## src/rtl/lab06_result_buffer.sv

```systemverilog
// Result buffer behind the lab06 arithmetic unit: a small FIFO toward the consumer
// plus running count / saturating sum / min / max over every result seen.
module lab06_result_buffer #(
    parameter int DEPTH = 4,
    parameter int SUM_W = 10
) (
    input  logic                    clk,
    input  logic                    rst,
    input  logic                    in_valid,
    input  logic signed [6:0]       in_result,
    input  logic                    stat_clear,
    input  logic                    out_ready,
    output logic                    out_valid,
    output logic signed [6:0]       out_data,
    output logic                    full,
    output logic                    overflow,
    output logic [7:0]              res_count,
    output logic signed [SUM_W-1:0] res_sum,
    output logic signed [6:0]       res_min,
    output logic signed [6:0]       res_max
);

    localparam int PTR_W = $clog2(DEPTH);
    localparam int OCC_W = $clog2(DEPTH + 1);
    localparam logic [OCC_W-1:0] OCC_FULL = OCC_W'(DEPTH);

    logic signed [6:0]  mem [DEPTH];
    logic [PTR_W-1:0]   wr_ptr;
    logic [PTR_W-1:0]   rd_ptr;
    logic [OCC_W-1:0]   occ;
    logic               pop;
    logic               push;
    logic               drop;

    logic [7:0]              count_base;
    logic signed [SUM_W:0]   sum_base;
    logic signed [SUM_W:0]   res_ext;
    logic signed [SUM_W:0]   sum_wide;
    logic signed [SUM_W-1:0] sum_next;
    logic [7:0]              count_next;
    logic                    first;

    assign out_valid = (occ != '0);
    assign full      = (occ == OCC_FULL);
    assign out_data  = mem[rd_ptr];
    assign pop       = out_valid && out_ready;
    // A pop in the same cycle frees a slot, so a full FIFO can still accept.
    assign push      = in_valid && (!full || pop);
    assign drop      = in_valid && full && !pop;

    always_ff @(posedge clk) begin
        if (!rst && push) begin
            mem[wr_ptr] <= in_result;
        end
    end

    always_ff @(posedge clk) begin
        if (rst) begin
            wr_ptr   <= '0;
            rd_ptr   <= '0;
            occ      <= '0;
            overflow <= 1'b0;
        end else begin
            if (push) begin
                wr_ptr <= wr_ptr + PTR_W'(1);
            end
            if (pop) begin
                rd_ptr <= rd_ptr + PTR_W'(1);
            end
            if (push && !pop) begin
                occ <= occ + OCC_W'(1);
            end else if (pop && !push) begin
                occ <= occ - OCC_W'(1);
            end
            if (drop) begin
                overflow <= 1'b1;
            end
        end
    end

    // One guard bit lets the add never wrap; disagreeing top bits mean clamp.
    always_comb begin
        count_base = stat_clear ? 8'd0 : res_count;
        sum_base   = stat_clear ? '0 : {res_sum[SUM_W-1], res_sum};
        res_ext    = {{(SUM_W-6){in_result[6]}}, in_result};
        sum_wide   = sum_base + res_ext;
        if (sum_wide[SUM_W] != sum_wide[SUM_W-1]) begin
            sum_next = sum_wide[SUM_W] ? {1'b1, {(SUM_W-1){1'b0}}}
                                       : {1'b0, {(SUM_W-1){1'b1}}};
        end else begin
            sum_next = sum_wide[SUM_W-1:0];
        end
        count_next = (count_base == 8'hFF) ? count_base : count_base + 8'd1;
        first      = (count_base == 8'd0);
    end

    always_ff @(posedge clk) begin
        if (rst) begin
            res_count <= 8'd0;
            res_sum   <= '0;
            res_min   <= '0;
            res_max   <= '0;
        end else if (in_valid) begin
            res_count <= count_next;
            res_sum   <= sum_next;
            res_min   <= (first || (in_result < res_min)) ? in_result : res_min;
            res_max   <= (first || (in_result > res_max)) ? in_result : res_max;
        end else if (stat_clear) begin
            res_count <= 8'd0;
            res_sum   <= '0;
            res_min   <= '0;
            res_max   <= '0;
        end
    end

endmodule

```

## config.mk

```make
export PLATFORM = sky130hd
export DESIGN_NAME = lab06_result_buffer
export DESIGN_NICKNAME = d
export VERILOG_FILES = /design/src/rtl/lab06_result_buffer.sv
export SDC_FILE = /design/constraint.sdc
export NUM_CORES = 1
export LEC_CHECK = 0
export BUFFER_PORTS_ARGS = -buffer_cell sky130_fd_sc_hd__buf_2
export CAP_MARGIN = 0
export CORE_AREA = 2 2 85 87
export CTS_BUF_LIST = sky130_fd_sc_hd__clkbuf_8
export DETAILED_ROUTE_END_ITERATION = 6
export DIE_AREA = 0 0 87 89
export GPL_ROUTABILITY_DRIVEN = 0
export HOLD_SLACK_MARGIN = 0.12
export PLACE_DENSITY = 0.76
export SLEW_MARGIN = 20
export SYNTH_ARGS = -nofsm -noshare
export SYNTH_HDL_FRONTEND = slang
export SYNTH_SLANG_ARGS = --single-unit
```

## constraint.sdc

```tcl
create_clock -name clk -period 3.46 [get_ports clk]
set_clock_uncertainty 0.15 [all_clocks]
set_input_delay 0.692 -clock clk [delete_from_list [all_inputs] [get_ports clk]]
set_output_delay 0.692 -clock clk [all_outputs]
set_load 0.01 [all_outputs]
```

# [After elaboration in Yosys (flattened, before gate mapping)]
# Memory sizes are Yosys's and may differ from the RTL's. A register that Yosys moved wholly into a read port is not among the register bits.
# Cells that the tools add are included.
[totals] register_bits=40 latch_bits=0 ram_bits=28 mem_bits_ro=0 input_bits=12 output_inout_bits=42 wordCells=61 mem_count=1
[classes] add_sub_neg=6 n_mul=0 n_div=0 magnitude_cmp=2 n_eq_ne=5 shift=0 mux=19 n_bitwise=0 n_reduce_logical=20
[mem_list] memory="mem" depth=4 width=7 rd=1 rd_clocked_by_memory_dff=1 wr=1 line="27" rtl="logic signed [6:0] mem [DEPTH];"
[ops] cell="$mux W10" n=4
[ops] cell="$mux W7" n=5
[ops] cell="$mux W8" n=3
[ops] cell="$add A11 B7 Y11" n=1
[ops] cell="$mux W11" n=1
[ops] cell="$add A8 B1 Y8 const B" n=1
[ops] cell="$eq A8 B8 Y1 const B" n=1
[ops] cell="$logic_not A8 Y1" n=1
[ops] cell="$gt A7 B7 Y1" n=1
[ops] cell="$logic_and A1 B1 Y1" n=7
[ops] cell="$lt A7 B7 Y1" n=1
[ops] cell="$mux W3" n=2
[ops] cell="$add A2 B1 Y2 const B" n=2
[ops] cell="$logic_not A1 Y1" n=4
[ops] cell="$mux W2" n=2
[ops] cell="$ne A2 B1 Y1 const B" n=2
[ops] cell="$reduce_and A2 Y1" n=2
[ops] cell="$reduce_bool A2 Y1" n=2
[ops] cell="$add A3 B1 Y3 const B" n=1
[ops] cell="$eq A3 B3 Y1 const B" n=1
[ops] cell="$logic_or A1 B1 Y1" n=3
[ops] cell="$reduce_bool A3 Y1" n=1
[ops] cell="$sub A3 B1 Y3 const B" n=1
[ops] cell="$mux W1" n=2
[ops] cell="$ne A1 B1 Y1" n=1

# [Logic depth before layout (Yosys ltp)]
[depth] word_depth=8 mapped_depth=13 depth_no_buf=11

# [Worst setup path before layout]
# No wires, ideal clock.
[synth_path] path_kind="input to register" start="input port stat_clear" end="register res_sum[3]" setup_ns=0.070 arrival_ns=2.853 required_ns=3.240 path_slack_ns=0.387 stages=13 path_buffers=2 cell_sequence="clkbuf_1 > clkbuf_1 > nor2b_1 > ha_1 > inv_1 > fa_1 > nand2b_1 > a21oi_2 > o21ai_1 > o21ai_0 > xnor2_1 > o21ai_0 > a21oi_1"
[synth_between] elab_chain_len=5 word_cells_on_any_way=7 classes_between="1 x add/sub; 1 x eq/ne; 4 x mux; 1 x reduce/logical"
[synth_lines] element="from (decl)" line="11" rtl="input logic stat_clear,"
[synth_lines] element="$mux W11" line="84" rtl="sum_base = stat_clear ? '0 : {res_sum[SUM_W-1], res_sum};"
[synth_lines] element="$add A11 B7 Y11" line="86" rtl="sum_wide = sum_base + res_ext;"
[synth_lines] element="$mux W10 / $ne A1 B1 Y1 (equally long branches)" line="88, 87"
[synth_lines] element="$mux W10" line="87" rtl="if (sum_wide[SUM_W] != sum_wide[SUM_W-1]) begin"
[synth_lines] element="$mux W10" line="103" rtl="end else if (in_valid) begin"
[synth_lines] element="to (signal assigned)" line="105" rtl="res_sum <= sum_next;"
[synth_lines] element="to (decl)" line="18" rtl="output logic signed [SUM_W-1:0] res_sum,"
# Several ways; a longest one is shown, not always the timed one.
# A chain may end at the register's enable or synchronous reset.

# [Final worst setup path]
# Same ends and word-level chain as after synthesis.

==> results.py <==
metrics = {
    "floorplan": {
        "coreArea_sq_um": 6720,
        "die-width_um": 87,
        "start_util_pct": 54.8,
        "die_area_sq_um": 7740,
        "chipHeight_um": 89,
        "ioPinCount": 54,
        "num_rows": 30,
    },
    "clock_network": {
        "cts_resized": 0,
        "cts.sinks": 70,
        "ctsHtreeMaxLevel": 3,
        "post_cts_buffers": 0,
        "cts_buffer_depth": 2,
        "cts_tree": "built",
        "cts-hold-fix-buffers": 0,
        "clkTransAtPathRegs_ns": 0.07,
        "clock_latency_ns": 0.36,
        "root_buffer": "clkbuf_8",
        "numCtsBuffers": 9,
    },
    "final_layout": {
        "synthToLayoutAreaGrowth_pct": 15.9,
        "instances_no_fill": 496,
        "drive_gt1_share_pct": 21.2,
        "n_antenna_cell": 0,
        "num-fill-cells": 514,
        "seq_area_sq_um": 1680,
        "layout.nets": 455,
        "multi_input_area_sq_um": 1860,
    },
    "pwr": {
        "fin_total_pwr_mw": 2.32,
        "p_seq_share_pct": 43.3,
        "power.static_leakage_nw": 1.82,
        "power.combinational.fraction_pct": 22.3,
        "worst_ir_drop_vdd_uv": 237,
        "p_clk_share_pct": 34.5,
        "p_switching_uw": 664,
        "power_density_nw_per_um2": 544,
        "p_int_mw": 1.65,
        "sw_frac_of_total_pct": 28.6,
    },
    "global_route": {
        "grt_pass1_wl_um": 12500,
        "grt_max_degree": 32,
        "grt_usage_pct": 21.2,
        "grt_remaining_overflow": 0,
        "grt_pass1_vias": 2580,
        "grt_antenna_before_repair": 0,
    },
    "hold_path": {
        "hp-class": "reg -> reg",
    },
    "critical_path": {
        "cp.required_ns": 3.59,
        "timing.critical_path.buf_inv": 2,
        "worstSetupPathType": "in -> reg",
        "worstSetupEndpointType": "flip-flop",
        "path_delay_family": "compound AO/OA/AOI/OAI gates",
        "cpMaxStageDelayCell": "fa_1",
        "arrival_ns": 2.90,
        "max_stage_delay_ns": 0.39,
        "crit_path_max_fanout": 8,
        "cpMostUsedCell": "o21ai_0",
        "startpoint_type": "input port",
        "path_cells": "buf_2, nor2b_1, ha_1, inv_1, fa_1, nand2b_1, a21oi_2, o21ai_1, o21ai_0, xnor2_1, o21ai_0, a21oi_1",
    },
    "detailed_routing": {
        "via_per_inst": 5.65,
        "firstDrtPassIters": 4,
        "post_drt_wl_per_cell_um": 15.5,
        "drtIter0Drc": 125,
        "drc": 0,
        "vias": 2802,
        "drtAntennaViolNets": 0,
        "wirelength_um": 7700,
    },
    "timing": {
        "final_hold_viol_count": 0,
        "period_share_pct": 80.1,
        "drv_slew": 0,
        "finalCriticalPeriod_ns": 2.77,
        "tightest_slew_ns": 0.630,
        "setup-tns-final_ns": 0,
        "slew_headroom_pct": 57.9,
        "setup_viol": 0,
        "rsz0062_at_grt": "false",
        "fmax_mhz": 361,
    },
    "logic_synthesis": {
        "synth_fp_nets": 398,
        "syn_inst": 354,
        "async_flop_share_pct": 0,
        "yosysTopAreaCell": "dfxtp_1",
        "synth.top_cell.area_share_pct": 22.8,
        "synth_commonest_cells": "dfxtp_1 (42), ha_1 (30), edfxtp_1 (28)",
        "syn_area_per_cell_sq_um": 10.4,
        "yosys-top-cells-area": "dfxtp_1 (23%), edfxtp_1 (23%), ha_1 (10%)",
        "ys_seq_elements": 70,
        "synth-seq-area-share_pct": 45.7,
        "ys.flop_type": "dfxtp_1",
        "yosysWarnings": 0,
        "synth-edff-count": 28,
        "synth_cell_types": 52,
        "synth.most_common_cell": "dfxtp_1",
        "syn_area_sq_um": 3680,
    },
    "placed_design": {
        "hpwl_um": 5650,
        "portBuffers": 53,
        "placed_cells": 480,
    },
    "run_status": {
        "status": "complete, no violations",
    },
    "job": {
        "max_cap_violations": 0,
    },
}
[layout make-up]
| type | count | area share [%] |
|---|---|---|
| flip-flops and latches | 70 | 39.4 |
| repair buffers | 55 | 6.57 |
| clock buffers | 9 | 2.90 |
| multi-input cells | 248 | 43.7 |
| inverters | 27 | 2.38 |
| clock inverters | 7 | 2.70 |
| well taps | 80 | 2.35 |
[stage by stage]
step	setup WS, ns	util (%)	area (sq um)	hold slack, ns
6_report	0.688	63.5	4260	0.322
3_5_place_dp	0.369	59.9	4030	0.319
2_1_floorplan	0.387	-	3680	0.317
5_1_grt	0.491	63.5	4260	0.360
4_1_cts	0.737	63.5	4260	0.337
3_3_place_gp	0.454	59.9	4030	0.307
[power by group through the flow]
stage	combinational, mW	sequential, mW	clock [mW]
after floorplan	0.381	0.999	0
after global placement	0.500	1.02	0
after detailed placement	0.515	1.02	0
after CTS	0.521	1.01	0.811
after global routing	0.579	1.02	0.848
final	0.516	1.00	0.799
[routing by layer]
metal  global-route usage [%]  part of all wire, %  vias up
met3                     5.36                  5.2       17
met2                     34.2                   47       78
met5                        0                    0        -
li1                         -                    -     1377
met1                     27.3                   46     1330
met4                     8.52                  1.9        0
[final timing paths]
check,from,to,slack [ns],depth (start not counted)
max,stat_clear,res_sum[3]$_SDFFE_PP0P_,0.69,12
min,overflow$_SDFFE_PP0P_,overflow$_SDFFE_PP0P_,0.32,2
max reg2reg,res_sum[0]$_SDFFE_PP0P_,res_sum[3]$_SDFFE_PP0P_,0.81,11
min reg2reg,overflow$_SDFFE_PP0P_,overflow$_SDFFE_PP0P_,0.32,2
[worst reg2reg max path, delay by kind of cell (launching register included)]
kind / cells / cell delay [ns]
XOR/XNOR: 1 / 0.27
flip-flops: 1 / 0.36
buffers and inverters: 1 / 0.05
AND/OR/NAND/NOR: 2 / 0.33
AO/OA/AOI/OAI: 5 / 0.87
adder cells (fa/ha/maj): 2 / 0.56
[registers in the layout (all words and copies together), names as in the netlist, named ones only]
signal,count
res_min,7
res_sum,10
wr_ptr,2
mem,28
res_max,7
occ,3
res_count,8
rd_ptr,2
overflow,1
[placed cells by master (no fill, tap or decap), types with 13 or more instances in the layout]
cell type	instances
nor2_1	25
dfxtp_1	42
ha_1	30
o21ai_0	13
nor2b_1	18
edfxtp_1	28
nand2_1	23
a21oi_1	25
inv_1	28
a22o_1	14
buf_2	53
[cell families after synthesis]
kind of cell	synth area share [%]
buffers and inverters	3.71
muxes	4.56
adders and majority gates	11.3
xor gates and xnor gates	4.28
AOI/OAI and AO/OA	14.9
and+or+nand+nor	15.6
DFF	45.7
(Power assumes the default switching activity.)
